$ cat config.mk
export PLATFORM = sky130hd
export DESIGN_NAME = fetch_stage
export DESIGN_NICKNAME = d
export VERILOG_FILES = /design/src/rtl/fetch_stage.sv
export SDC_FILE = /design/constraint.sdc
export NUM_CORES = 1
export LEC_CHECK = 0
export CORE_UTILIZATION = 47
export CTS_CLUSTER_DIAMETER = 120
export CTS_CLUSTER_SIZE = 10
export DETAILED_ROUTE_END_ITERATION = 16
export GPL_TIMING_DRIVEN = 0
export PLACE_DENSITY_LB_ADDON = 0.12
export SLEW_MARGIN = 30
export SYNTH_ARGS = -nofsm -noshare
export SYNTH_HDL_FRONTEND = slang
export SYNTH_SLANG_ARGS = --single-unit
$ cat constraint.sdc
create_clock -name clk -period 3 [get_ports clk]
set_clock_uncertainty 0.15 [all_clocks]
set_input_delay 0.75 -clock clk [delete_from_list [all_inputs] [get_ports clk]]
set_output_delay 0.75 -clock clk [all_outputs]
set_load 0.01 [all_outputs]
$ cat src/rtl/fetch_stage.sv
// -----------------------------------------------------------------------------
// fetch_stage -- instruction fetch with a single-outstanding memory request,
// a one-entry hold buffer for back-pressure, redirect handling and the IF/ID
// pipeline register.
//
// Ports
//   clk, rst_n          clock (rising edge), asynchronous active-low reset
//   PC_Write            1 = PC may update (0 = load-use stall)
//   IF_ID_Write         1 = IF/ID may load
//   PC_Mux_select[1:0]  00 seq, 01 branch_target, 10 jump_target, 11 = seq
//   IF_ID_Mux_select    1 = flush IF/ID to a bubble
//   branch_target, jump_target   redirect addresses
//   imem_req/imem_addr  request to instruction memory (held until imem_ready)
//   imem_ready/imem_rdata        response handshake and data
//   IF_ID_PC/Instr/Valid         IF/ID pipeline register
//   fetch_busy          request outstanding (WAIT or DROP)
//   bubble_cnt, redirect_cnt     perf counters
//
// Build option
//   FETCH_PERF_CNT_EN   defined: counters live and wrap at 2^32;
//                       undefined: both counter ports tie to 0, no flops.
// -----------------------------------------------------------------------------
module fetch_stage #(
  parameter logic [31:0] RESET_PC = 32'h0000_0000
) (
  input  logic        clk,
  input  logic        rst_n,
  input  logic        PC_Write,
  input  logic        IF_ID_Write,
  input  logic [1:0]  PC_Mux_select,
  input  logic        IF_ID_Mux_select,
  input  logic [31:0] branch_target,
  input  logic [31:0] jump_target,
  output logic        imem_req,
  output logic [31:0] imem_addr,
  input  logic        imem_ready,
  input  logic [31:0] imem_rdata,
  output logic [31:0] IF_ID_PC,
  output logic [31:0] IF_ID_Instr,
  output logic        IF_ID_Valid,
  output logic        fetch_busy,
  output logic [31:0] bubble_cnt,
  output logic [31:0] redirect_cnt
);

  typedef enum logic [1:0] {S_IDLE, S_WAIT, S_HOLD, S_DROP} state_e;

  state_e      state_q, state_d;
  logic [31:0] pc_q, pc_d;
  logic [31:0] drop_addr_q, drop_addr_d;   // address of the request being discarded
  logic [31:0] hold_q, hold_d;
  logic [31:0] if_id_pc_q, if_id_pc_d;
  logic [31:0] if_id_instr_q, if_id_instr_d;
  logic        if_id_valid_q, if_id_valid_d;

  logic        redirect;
  logic [31:0] redirect_tgt;
  logic        accept;
  logic        deliver;
  logic [31:0] deliver_instr;
  logic        bubble_evt;

  // An instruction is only consumed when both the PC and IF/ID may advance;
  // otherwise a completed response parks in the hold buffer so it is not lost.
  assign redirect     = PC_Write && (PC_Mux_select == 2'b01 || PC_Mux_select == 2'b10);
  assign redirect_tgt = (PC_Mux_select == 2'b01) ? branch_target : jump_target;
  assign accept       = PC_Write && IF_ID_Write && !IF_ID_Mux_select;

  always_comb begin
    state_d       = state_q;
    pc_d          = pc_q;
    drop_addr_d   = drop_addr_q;
    hold_d        = hold_q;
    deliver       = 1'b0;
    deliver_instr = hold_q;
    unique case (state_q)
      S_IDLE: begin
        state_d = S_WAIT;
        if (redirect) pc_d = redirect_tgt;
      end
      S_WAIT: begin
        if (redirect) begin
          pc_d = redirect_tgt;
          if (!imem_ready) begin
            // request already on the bus: let it finish, then throw it away
            state_d     = S_DROP;
            drop_addr_d = pc_q;
          end
        end else if (imem_ready) begin
          if (accept) begin
            deliver       = 1'b1;
            deliver_instr = imem_rdata;
            pc_d          = pc_q + 32'd4;
          end else begin
            hold_d  = imem_rdata;
            state_d = S_HOLD;
          end
        end
      end
      S_HOLD: begin
        if (redirect) begin
          pc_d    = redirect_tgt;
          state_d = S_WAIT;
        end else if (accept) begin
          deliver = 1'b1;
          pc_d    = pc_q + 32'd4;
          state_d = S_WAIT;
        end
      end
      S_DROP: begin
        if (redirect)   pc_d    = redirect_tgt;
        if (imem_ready) state_d = S_WAIT;
      end
      default: state_d = S_IDLE;
    endcase
  end

  // IF/ID: flush beats everything; a bubble is counted only when IF/ID was
  // free to load and nothing was available to put in it.
  always_comb begin
    if_id_pc_d    = if_id_pc_q;
    if_id_instr_d = if_id_instr_q;
    if_id_valid_d = if_id_valid_q;
    bubble_evt    = 1'b0;
    if (IF_ID_Mux_select) begin
      if_id_instr_d = 32'h0;
      if_id_valid_d = 1'b0;
    end else if (deliver) begin
      if_id_pc_d    = pc_q;
      if_id_instr_d = deliver_instr;
      if_id_valid_d = 1'b1;
    end else if (IF_ID_Write) begin
      if_id_instr_d = 32'h0;
      if_id_valid_d = 1'b0;
      bubble_evt    = 1'b1;
    end
  end

  always_ff @(posedge clk or negedge rst_n) begin
    if (!rst_n) begin
      state_q       <= S_IDLE;
      pc_q          <= RESET_PC;
      drop_addr_q   <= RESET_PC;
      hold_q        <= 32'h0;
      if_id_pc_q    <= 32'h0;
      if_id_instr_q <= 32'h0;
      if_id_valid_q <= 1'b0;
    end else begin
      state_q       <= state_d;
      pc_q          <= pc_d;
      drop_addr_q   <= drop_addr_d;
      hold_q        <= hold_d;
      if_id_pc_q    <= if_id_pc_d;
      if_id_instr_q <= if_id_instr_d;
      if_id_valid_q <= if_id_valid_d;
    end
  end

  assign imem_req    = (state_q == S_WAIT) || (state_q == S_DROP);
  assign imem_addr   = (state_q == S_DROP) ? drop_addr_q : pc_q;
  assign fetch_busy  = imem_req;
  assign IF_ID_PC    = if_id_pc_q;
  assign IF_ID_Instr = if_id_instr_q;
  assign IF_ID_Valid = if_id_valid_q;

`ifdef FETCH_PERF_CNT_EN
  logic [31:0] bubble_cnt_q, bubble_cnt_d;
  logic [31:0] redirect_cnt_q, redirect_cnt_d;

  always_comb begin
    bubble_cnt_d   = bubble_cnt_q + {31'd0, bubble_evt};
    redirect_cnt_d = redirect_cnt_q + {31'd0, redirect};
  end

  always_ff @(posedge clk or negedge rst_n) begin
    if (!rst_n) begin
      bubble_cnt_q   <= 32'h0;
      redirect_cnt_q <= 32'h0;
    end else begin
      bubble_cnt_q   <= bubble_cnt_d;
      redirect_cnt_q <= redirect_cnt_d;
    end
  end

  assign bubble_cnt   = bubble_cnt_q;
  assign redirect_cnt = redirect_cnt_q;
`else
  logic perf_unused;
  assign perf_unused  = bubble_evt ^ redirect;
  assign bubble_cnt   = 32'h0;
  assign redirect_cnt = 32'h0;
`endif

endmodule

==> flow_metrics.tcl <==
set metrics [dict create \
    outcome "finished clean" \
    clock_latency_ps 420 \
    start_util_pct 48.6 \
    clockBufferDepth 2 \
    drc 0 \
    peakVddDrop_v 0.000402 \
    register_area_mm2 0.00408 \
    max-cap-violations 0 \
    r2r_slack_ps 260 \
    drive_gt1_share_pct 23.8 \
    area_delta_synth_final_pct 38.2 \
    pin_count 267 \
    crit_path_cell_trace "clkdlybuf4s50_1 > inv_1 > ha_1 > nor2b_1 > a31oi_1 > clkbuf_1 > nor2_1 > o22a_1" \
    fin_area_mm2 0.0117 \
    wl_per_cell_um 17.1 \
    finalWirelength_um 22300 \
    relSlewSlack_pct 42.7 \
    synthArstFlopShare_pct 100 \
    cp_slowest_cell "a31oi_1" \
    crit_path_end_kind "register" \
    cts_tree "built" \
    power.total_mw 9.96 \
    p_leak_nw 5.11 \
    synth_top_family_by_area "multiplexers" \
    place_area_mm2 0.0111 \
    grt-ovfl-total 0 \
    fin_crit_sh_pct 99.6 \
    tightest_slew_ps 855 \
    synth_edf_count 0 \
    antenna_found_initial 1 \
    avgSynthCellArea_um2 10.8 \
    worstSetupStartpointType "input pin" \
    place_congestion 0.846 \
    num-fill-cells 1454 \
    hpwlAfterDp_um 16200 \
    hold_path_startpoint "IF_ID_Valid$_DFFE_PN0P_" \
    cts_root_buf "clkbuf_16" \
    syn_inst 780 \
    r2r-start "state_q[1]$_DFFE_PN0P_" \
    drt_pass1_iterations 5 \
    hold_depth 2 \
    synth_compound_area_share_pct 9.91 \
    cts-buffers-inserted 17 \
    r2r_end "pc_q[17]$_DFFE_PN0P_" \
    powerDensity_mw_per_mm2 852 \
    synthFlopType "dfrtp_1" \
    nNetsFinal 1178 \
    dieHeight_um 136 \
    yosys.area.top_type_share_pct 48.2 \
    multi_input_area_mm2 0.00391 \
    yosysSeqAreaShare_pct 48.2 \
    drtAntennaViolNets 0 \
    stdcell_count 1305 \
    grt_pass1_wl_um 34600 \
    cp.arrival_ps 3150 \
    grt_pass1_vias 6597 \
    crit_type "input pin to register" \
    muxShareOfSynthArea_pct 22.9 \
    synth.distinct_cells 49 \
    dp.cells 1272 \
    synth-seq-cells 163 \
    synth_warnings 0 \
    synth_xor_area_share_pct 0.414 \
    syn_area_mm2 0.00846 \
    worst_ep_required_time_ps 3160 \
    critPathMaxFanout 10 \
    min_period_ps 2990 \
    drtIter0Drc 543 \
    grt_max_degree 81 \
    setup_viol 0 \
    crit_family "buffers and inverters" \
    via_count 6761 \
    core_mm2 0.0174 \
    die-area_mm2 0.0185 \
    worst_hold_path.endpoint "IF_ID_Valid$_DFFE_PN0P_" \
    fmax_mhz 335 \
    clk_pin_slew_ps 60 \
    synth-simple-area-share_pct 9.29 \
    rows 48 \
    drv_slew 0 \
    post_drt_via_cell_ratio 5.18 \
    synth_top_area_cell "dfrtp_1" \
    finalHoldViolCount 0 \
    gr-usage-all-layers_pct 24.6 \
    finish.utilization_pct 67.1 \
    cts.sinks 163 \
    cp_num_buf_inv 3 \
    synth.most_common_cell "dfrtp_1" \
    h-tree-depth 4 \
    ys_top_cells_by_count "dfrtp_1 (163), mux2_2 (125), nand2_1 (75)" \
    worst_r2r_path_depth 8 \
    tns_ps 0 \
    synth_adder_area_share_pct 0.740 \
    cpPeakStageDelay_ps 660 \
    min_path_type "register to register" \
    port_buffers 202 \
    die_w_um 136 \
    synth.area.top_cells "dfrtp_1 (48%), mux2_2 (17%), mux2i_1 (6.3%)" \
    rsz0062_at_grt "yes" \
]
==> registers in the layout, indices dropped and copies added, names as in the netlist <==
name and count:
IF_ID_Instr 32, IF_ID_PC 32, IF_ID_Valid 1, drop_addr_q 32, hold_q 32, pc_q 32, state_q 2
==> tightest hold or removal path, delay by kind of cell, from the launching register on <==
family,cells,cell delay (ps)
and+or+nand+nor,2,110
DFF,1,340
==> through the flow <==
step	hold WS, ps	worst slack, ps
4_1_cts	332	6.69
2_1_floorplan	304	440
5_1_grt	355	-81.2
3_3_place_gp	309	-5870
3_5_place_dp	317	-781
6_report	326	12.1
==> how the worst max path moves through the flow <==
stage,from,to,slack [ps],depth (start not counted)
3_3_place_gp,rst_n,hold_q[26]$_DFFE_PN0P_,-5870,1
3_5_place_dp,PC_Mux_select[0],pc_q[24]$_DFFE_PN0P_,-780,8
2_1_floorplan,PC_Mux_select[1],state_q[0]$_DFFE_PN0P_,440,8
5_1_grt,PC_Mux_select[1],pc_q[5]$_DFFE_PN0P_,-80,8
6_report,PC_Mux_select[1],pc_q[17]$_DFFE_PN0P_,10,8
4_1_cts,PC_Mux_select[1],hold_q[0]$_DFFE_PN0P_,7,7
==> report_power, final <==
| group | switching, mW | internal (mW) | leakage [nW] |
|---|---|---|---|
| Combinational | 1.98 | 2.23 | 2.80 |
| Sequential | 0.571 | 3.02 | 2.04 |
| Clock | 0.862 | 1.29 | 0.275 |
==> repair_timing <==
action                                  CTS  global route
endpoints found under the setup margin   95            83
endpoints found under the hold margin    11             0
resized for setup                        56            13
hold buffers                              1             0
gates cloned                              0             0
setup buffers                             4             0
==> routing by layer <==
metal	vias to the layer above	global-route usage [%]	wire length [µm]
met1	3219	30.6	8950
met5	-	0	0
met4	0	6.60	331
met2	291	40.5	10800
li1	3221	-	-
met3	30	8.50	2250
==> cell type report <==
cell class	count	area share [%]
sequential	163	34.9
inverter	9	0.289
tap	225	2.41
multi-input combinational	557	33.4
clock buffer	19	3.70
clock inverter	10	1.18
timing repair buffer	209	17.8
buffer	112	6.27
antenna	1	0.0214
==> layout by cell type, fill, tap and decap left out, types with 3 or more instances in the layout <==
| cell | synthesis | layout |
|---|---|---|
| clkbuf_16 | 0 | 17 |
| clkbuf_1 | 36 | 20 |
| nand4_1 | 7 | 7 |
| buf_4 | 65 | 69 |
| inv_1 | 9 | 9 |
| mux2i_1 | 53 | 53 |
| ha_1 | 5 | 5 |
| o21ai_0 | 56 | 56 |
| a211oi_1 | 8 | 8 |
| buf_2 | 8 | 10 |
| nor3_1 | 12 | 12 |
| clkbuf_8 | 0 | 3 |
| o22a_1 | 8 | 8 |
| nor2_1 | 31 | 31 |
| a31oi_1 | 4 | 4 |
| dfrtp_1 | 163 | 163 |
| dlygate4sd2_1 | 0 | 34 |
| clkinv_2 | 0 | 3 |
| o31ai_1 | 8 | 7 |
| o311a_1 | 3 | 3 |
| a21oi_1 | 32 | 32 |
| nand2_1 | 75 | 75 |
| clkdlybuf4s50_1 | 0 | 167 |
| conb_1 | 1 | 64 |
| clkbuf_2 | 0 | 12 |
| mux2_2 | 125 | 125 |
| nor4_1 | 3 | 3 |
| a22oi_1 | 5 | 5 |
| nand3_1 | 11 | 11 |
| nor2b_1 | 9 | 9 |
| bufinv_16 | 0 | 3 |
| or3_1 | 5 | 5 |
| xnor2_1 | 3 | 3 |
==> cells by family after synthesis <==
kind of cell,after synthesis
fa+ha+maj,5
simple gates,168
buf+inv,123
other cells,1
xor+xnor,4
flops,163
mux,178
compound gates,138
Note: power is estimated with default switching activity, not from simulation.
